`config.mk`:
```
export PLATFORM = sky130hd
export DESIGN_NAME = ball_sprite_scan_flat
export DESIGN_NICKNAME = d
export VERILOG_FILES = /design/src/rtl/ball_sprite_scan_if.sv /design/src/rtl/ball_sprite_scan.sv /design/src/flat_wrapper.sv
export SDC_FILE = /design/constraint.sdc
export NUM_CORES = 1
export LEC_CHECK = 0
export CAP_MARGIN = 20
export CORE_MARGIN = 10
export CORE_UTILIZATION = 53
export DETAILED_ROUTE_END_ITERATION = 8
export HOLD_SLACK_MARGIN = 0.03
export PLACE_DENSITY = 0.89
export SYNTH_ARGS = -nofsm -noshare
export SYNTH_HDL_FRONTEND = slang
export SYNTH_SLANG_ARGS = --single-unit
```
`constraint.sdc`:
```
create_clock -name clk -period 6.06 [get_ports clk]
set_clock_uncertainty 0.1 [all_clocks]
set_input_delay 1.212 -clock clk [delete_from_list [all_inputs] [get_ports clk]]
set_output_delay 1.212 -clock clk [all_outputs]
set_load 0.05 [all_outputs]
```
`src/rtl/ball_sprite_scan_if.sv`:
```
// ball_sprite_scan_if: raster-in / mask-lookup / composited-pixel-out bundle for the ball sprite stage.
interface ball_sprite_scan_if #(parameter int COLOR_W = 12);
    logic [9:0]         h_cnt;
    logic [9:0]         v_cnt;
    logic               valid;
    logic [9:0]         ball_x;
    logic [9:0]         ball_y;
    logic [COLOR_W-1:0] ball_color;
    logic [COLOR_W-1:0] bg_pixel;
    logic [15:0]        mask_pos;
    logic               mask_white;
    logic [COLOR_W-1:0] pixel_out;
    logic               pixel_valid;
    logic [11:0]        ball_pix_cnt;
    logic               frame_tick;
    modport master (
        output h_cnt, v_cnt, valid, ball_x, ball_y, ball_color, bg_pixel, mask_white,
        input  mask_pos, pixel_out, pixel_valid, ball_pix_cnt, frame_tick
    );
    modport slave (
        input  h_cnt, v_cnt, valid, ball_x, ball_y, ball_color, bg_pixel, mask_white,
        output mask_pos, pixel_out, pixel_valid, ball_pix_cnt, frame_tick
    );
endinterface

```
`src/rtl/ball_sprite_scan.sv`:
```
// ball_sprite_scan: 2-stage raster-to-sprite-mask pipeline compositing the ball over the background and counting ball pixels per frame.
module ball_sprite_scan #(
    parameter int SPR_W    = 50,
    parameter int SPR_H    = 50,
    parameter int H_ACTIVE = 640,
    parameter int V_ACTIVE = 480,
    parameter int COLOR_W  = 12
) (
    input logic clk,
    input logic rst,
    ball_sprite_scan_if.slave bus
);
    logic [9:0]         sx_q, sy_q;
    logic [10:0]        dx, dy;
    logic               boundary, in_win, draw;
    logic [15:0]        pos_d, pos_q;
    logic               in_win_q, valid_q, pix_valid_q, tick_q;
    logic [COLOR_W-1:0] bg_q, pix_d, pix_q;
    logic [11:0]        run_d, run_q, cnt_q;
    always_comb begin
        boundary = bus.h_cnt == 10'd0 && bus.v_cnt == 10'(V_ACTIVE);
        dx       = {1'b0, bus.h_cnt} - {1'b0, sx_q};
        dy       = {1'b0, bus.v_cnt} - {1'b0, sy_q};
        in_win   = bus.valid && bus.h_cnt < 10'(H_ACTIVE) && bus.h_cnt >= sx_q && dx < 11'(SPR_W)
                   && bus.v_cnt >= sy_q && dy < 11'(SPR_H);
        pos_d    = in_win ? 16'(dy) * 16'(SPR_W) + 16'(dx) : 16'd0;
        draw     = valid_q && in_win_q && !bus.mask_white;
        pix_d    = !valid_q ? '0 : draw ? bus.ball_color : bg_q;
        // a ball pixel landing on the boundary cycle belongs to the new frame
        run_d    = boundary ? {11'd0, draw} : run_q + {11'd0, draw && run_q != 12'hFFF};
    end
    always_ff @(posedge clk or posedge rst) begin
        if (rst) begin
            sx_q        <= '0;
            sy_q        <= '0;
            pos_q       <= '0;
            in_win_q    <= 1'b0;
            valid_q     <= 1'b0;
            bg_q        <= '0;
            pix_q       <= '0;
            pix_valid_q <= 1'b0;
            run_q       <= '0;
            cnt_q       <= '0;
            tick_q      <= 1'b0;
        end else begin
            if (boundary) begin
                sx_q  <= bus.ball_x;
                sy_q  <= bus.ball_y;
                cnt_q <= run_q;
            end
            pos_q       <= pos_d;
            in_win_q    <= in_win;
            valid_q     <= bus.valid;
            bg_q        <= bus.bg_pixel;
            pix_q       <= pix_d;
            pix_valid_q <= valid_q;
            run_q       <= run_d;
            tick_q      <= boundary;
        end
    end
    assign bus.mask_pos     = pos_q;
    assign bus.pixel_out    = pix_q;
    assign bus.pixel_valid  = pix_valid_q;
    assign bus.ball_pix_cnt = cnt_q;
    assign bus.frame_tick   = tick_q;
endmodule
```
`src/flat_wrapper.sv`:
```
// flat-port wrapper written by rule: the top's interface ports become plain ports
module ball_sprite_scan_flat 
#(
    parameter int SPR_W    = 50,
    parameter int SPR_H    = 50,
    parameter int H_ACTIVE = 640,
    parameter int V_ACTIVE = 480,
    parameter int COLOR_W  = 12
)
  (clk, rst, bus_h_cnt, bus_v_cnt, bus_valid, bus_ball_x, bus_ball_y, bus_ball_color, bus_bg_pixel, bus_mask_white, bus_mask_pos, bus_pixel_out, bus_pixel_valid, bus_ball_pix_cnt, bus_frame_tick);
  ball_sprite_scan_if #(.COLOR_W(COLOR_W)) bus_i ();
  input logic clk;
  input logic rst;
  input wire logic [$bits(bus_i.h_cnt)-1:0] bus_h_cnt;
  input wire logic [$bits(bus_i.v_cnt)-1:0] bus_v_cnt;
  input wire logic [$bits(bus_i.valid)-1:0] bus_valid;
  input wire logic [$bits(bus_i.ball_x)-1:0] bus_ball_x;
  input wire logic [$bits(bus_i.ball_y)-1:0] bus_ball_y;
  input wire logic [$bits(bus_i.ball_color)-1:0] bus_ball_color;
  input wire logic [$bits(bus_i.bg_pixel)-1:0] bus_bg_pixel;
  input wire logic [$bits(bus_i.mask_white)-1:0] bus_mask_white;
  output wire logic [$bits(bus_i.mask_pos)-1:0] bus_mask_pos;
  output wire logic [$bits(bus_i.pixel_out)-1:0] bus_pixel_out;
  output wire logic [$bits(bus_i.pixel_valid)-1:0] bus_pixel_valid;
  output wire logic [$bits(bus_i.ball_pix_cnt)-1:0] bus_ball_pix_cnt;
  output wire logic [$bits(bus_i.frame_tick)-1:0] bus_frame_tick;
  assign bus_i.h_cnt = bus_h_cnt;
  assign bus_i.v_cnt = bus_v_cnt;
  assign bus_i.valid = bus_valid;
  assign bus_i.ball_x = bus_ball_x;
  assign bus_i.ball_y = bus_ball_y;
  assign bus_i.ball_color = bus_ball_color;
  assign bus_i.bg_pixel = bus_bg_pixel;
  assign bus_i.mask_white = bus_mask_white;
  assign bus_mask_pos = bus_i.mask_pos;
  assign bus_pixel_out = bus_i.pixel_out;
  assign bus_pixel_valid = bus_i.pixel_valid;
  assign bus_ball_pix_cnt = bus_i.ball_pix_cnt;
  assign bus_frame_tick = bus_i.frame_tick;
  ball_sprite_scan #(.SPR_W(SPR_W), .SPR_H(SPR_H), .H_ACTIVE(H_ACTIVE), .V_ACTIVE(V_ACTIVE), .COLOR_W(COLOR_W)) u_core (.clk(clk), .rst(rst), .bus(bus_i));
endmodule
```
==> results.toml <==
[placed_design]
dp.cells = 830
gp_congestion = 0.905
hpwl_um = 11200
pre_cts_slack_ps = -121
io_buffers = 109

[drt]
drt_wl_total_um = 14200
drtAntennaViolNets = 0
vias_per_cell = 5.44
routed-via-count = 4604
drcViolationCount = 0
drtPass1Iterations = 4
dr.first_iter.drc_count = 356
wl_per_cell_um = 16.8

[critical_path]
path_max_fanout = 4
critical_path.top_delay_family = "adder cells"
critPathMaxStageDelay_ps = 490
cp-end-kind = "flip-flop"
path_buf_inv = 5
cp_cell_sequence = "clkdlybuf4s50_1, inv_1, ha_1, inv_1, fa_1, a21oi_1, nor2b_1, nor2_1, xnor2_1, ha_1, ha_1, inv_1, fa_1, inv_1, ha_1, xnor2_1, ha_1, o41a_1, a21o_1, a21oi_2, nor2_1, xnor2_1, nor2_4"
crit_type = "in2reg"
regToRegSetupSlack_ps = 1260
arrival_ps = 5930
worst_path_most_repeated_cell = "ha_1"
required_ps = 6220
slowest_stage = "clkdlybuf4s50_1"
startpoint_type = "primary input"

[global_routing]
grt_max_degree = 89
antenna_found_initial = 0
grt_pass1_wl_um = 22300
track_usage = 0.182
grt-ovfl-total = 0
grt_pass1_vias = 4690

[sta]
setup_viol = 0
timing.final.crit_share = 0.953
worstMarginPinSlew_ps = 610
fin_tns_setup_ps = 0
hold_violations = 0
max_slew_margin = 0.593
grt_setup_unrepaired = "false"
setup_ws_ps = 282
fin_crit_ps = 5780
fmax_mhz = 173
finalMaxSlewViolations = 0

[outcome]
status = "completed"

[pwr]
leakage_nw = 3.47
p_per_area_nw_per_um2 = 254
max-vdd-ir-drop_v = 0.000205

[cells_and_area]
antenna_cells = 0
drive_gt1_frac = 0.0944
layoutNonFillerInstCount = 846
final_nets = 852
area_growth_pct = 28.1

[die]
dieArea_um2 = 15200
core_area_um2 = 10400
die_h_um = 123
rows = 37
fp.dieW_um = 123
start_util = 0.546
ios = 110

[synthesis]
syn_nets = 721
synth-async-reset-ratio = 1.00
yosys_warnings = 0
synth.top_cell.area_share = 0.389
synth_cell_types = 62
dominantRegCellSynth = "dfrtp_1"
syn_area_per_cell_um2 = 9.86
synth-seq-cells = 88
synth_area_leaders = "dfrtp_1 39%, ha_1 15%, xnor2_1 4.2%"
syn_inst = 575
yosysTopAreaCell = "dfrtp_1"
ys_seq_area_frac = 0.389
synth_edf_count = 0
syn-cell-area_um2 = 5670

[worst_hold_path]
hold_class = "reg2reg"

[cts]
cts-htree-levels = 3
cts_buffers = 9
worst_skew_pair.late_latency_ps = 370
cts.root.buffer_cell = "clkbuf_8"
holdBufCountCts = 0
cts_tree = "built"
clockBufferDepth = 2
path_clk_slew_ps = 80
post_cts_resized = 0
postCtsSetupBuffers = 0
clkSinkCount = 88

[job]
maxCapViolCount = 0
[sequential cells by signal, summed over array words and instances, names as in the netlist]
register and cells:
u_core.bg_q 12, u_core.bus.frame_tick 1, u_core.sx_q 10, u_core.bus.ball_pix_cnt 12
u_core.in_win_q 1, u_core.bus.pixel_out 12, u_core.sy_q 10, u_core.bus.mask_pos 16
u_core.run_q 12, u_core.valid_q 1, u_core.bus.pixel_valid 1
[synth_stat cells (all sizes together) (9+ instances only)]
| cell type | instances |
|---|---|
| a21boi | 12 |
| a21o | 9 |
| a21oi | 18 |
| dfrtp | 88 |
| ha | 70 |
| inv | 58 |
| mux2 | 14 |
| nand2 | 57 |
| nand3 | 15 |
| nor2 | 53 |
| nor2b | 11 |
| o21ai | 35 |
| xnor2 | 27 |
| xor2 | 20 |
[area by class of cell]
cell class,count,area [um2]
fill,761,3110
sequential,88,2200
tap,136,170
timing repair buffer,131,1280
inverter,58,219
clock inverter,4,28.8
multi-input combinational,418,3210
clock buffer,11,151
[path summary, 6_finish.rpt]
path                                                        start                                endpoint  cells past startpoint
min in group asynchronous                                     rst        u_core.bus.mask_pos[1]$_DFF_PP0_                      3
min                        u_core.bus.ball_pix_cnt[9]$_DFFE_PP0P_  u_core.bus.ball_pix_cnt[9]$_DFFE_PP0P_                      1
min reg2reg                u_core.bus.ball_pix_cnt[9]$_DFFE_PP0P_  u_core.bus.ball_pix_cnt[9]$_DFFE_PP0P_                      1
max in group asynchronous                                     rst  u_core.bus.ball_pix_cnt[9]$_DFFE_PP0P_                      4
max reg2reg                            u_core.sy_q[0]$_DFFE_PP0P_       u_core.bus.mask_pos[15]$_DFF_PP0_                     21
max                                                  bus_v_cnt[0]       u_core.bus.mask_pos[13]$_DFF_PP0_                     23
[metrics by stage]
stage | hold slack [ps] | util | cell area (um2) | power, mW
after detailed placement | 374 | 0.679 | 7040 | 1.45
final | 388 | 0.700 | 7260 | 1.84
after CTS | 393 | 0.696 | 7220 | 1.84
after global routing | 400 | 0.700 | 7260 | 1.96
after global placement | 367 | 0.679 | 7040 | 1.41
after floorplan | 308 | - | 5670 | 1.21
[layout by cell type, fill, tap and decap left out, types with 3 or more instances in the layout]
master / instances
a211oi_1: 3
a21boi_0: 12
a21o_1: 9
a21oi_1: 16
buf_4: 21
clkbuf_8: 11
clkdlybuf4s50_1: 109
dfrtp_1: 88
fa_1: 8
ha_1: 70
inv_1: 56
mux2_1: 9
mux2_2: 5
nand2_1: 57
nand3_1: 15
nand4_1: 5
nor2_1: 44
nor2_2: 3
nor2_4: 6
nor2b_1: 11
nor3_1: 7
nor4_1: 7
o2111ai_1: 3
o21a_1: 5
o21ai_0: 30
o21ai_1: 4
o21bai_1: 3
xnor2_1: 27
xor2_1: 20
[power by group]
part           leakage (nW)  total, mW  switching, mW  internal [mW]
registers              1.09      0.599        0.00361          0.595
clock network        0.0878      0.384          0.215          0.170
logic                  2.29      0.858          0.450          0.407
total                  3.47       1.84          0.668           1.17
[cells by family after synthesis]
kind of cell             after synthesis  share of synthesized area
multiplexers                          15                     0.0296
AO/OA/AOI/OAI                        108                      0.132
adder cells (fa/ha/maj)               78                      0.183
flip-flops                            88                      0.389
AND/OR/NAND/NOR                      170                      0.146
buffers and inverters                 69                     0.0481
XOR/XNOR                              47                     0.0726
[routing by layer]
metal,vias to the layer above,share of wire,track usage
met2,112,0.52,0.335
met5,-,0,0
li1,2226,-,-
met1,2252,0.42,0.209
met3,14,0.053,0.0328
met4,0,0.012,0.0582
(Power assumes the default switching activity.)
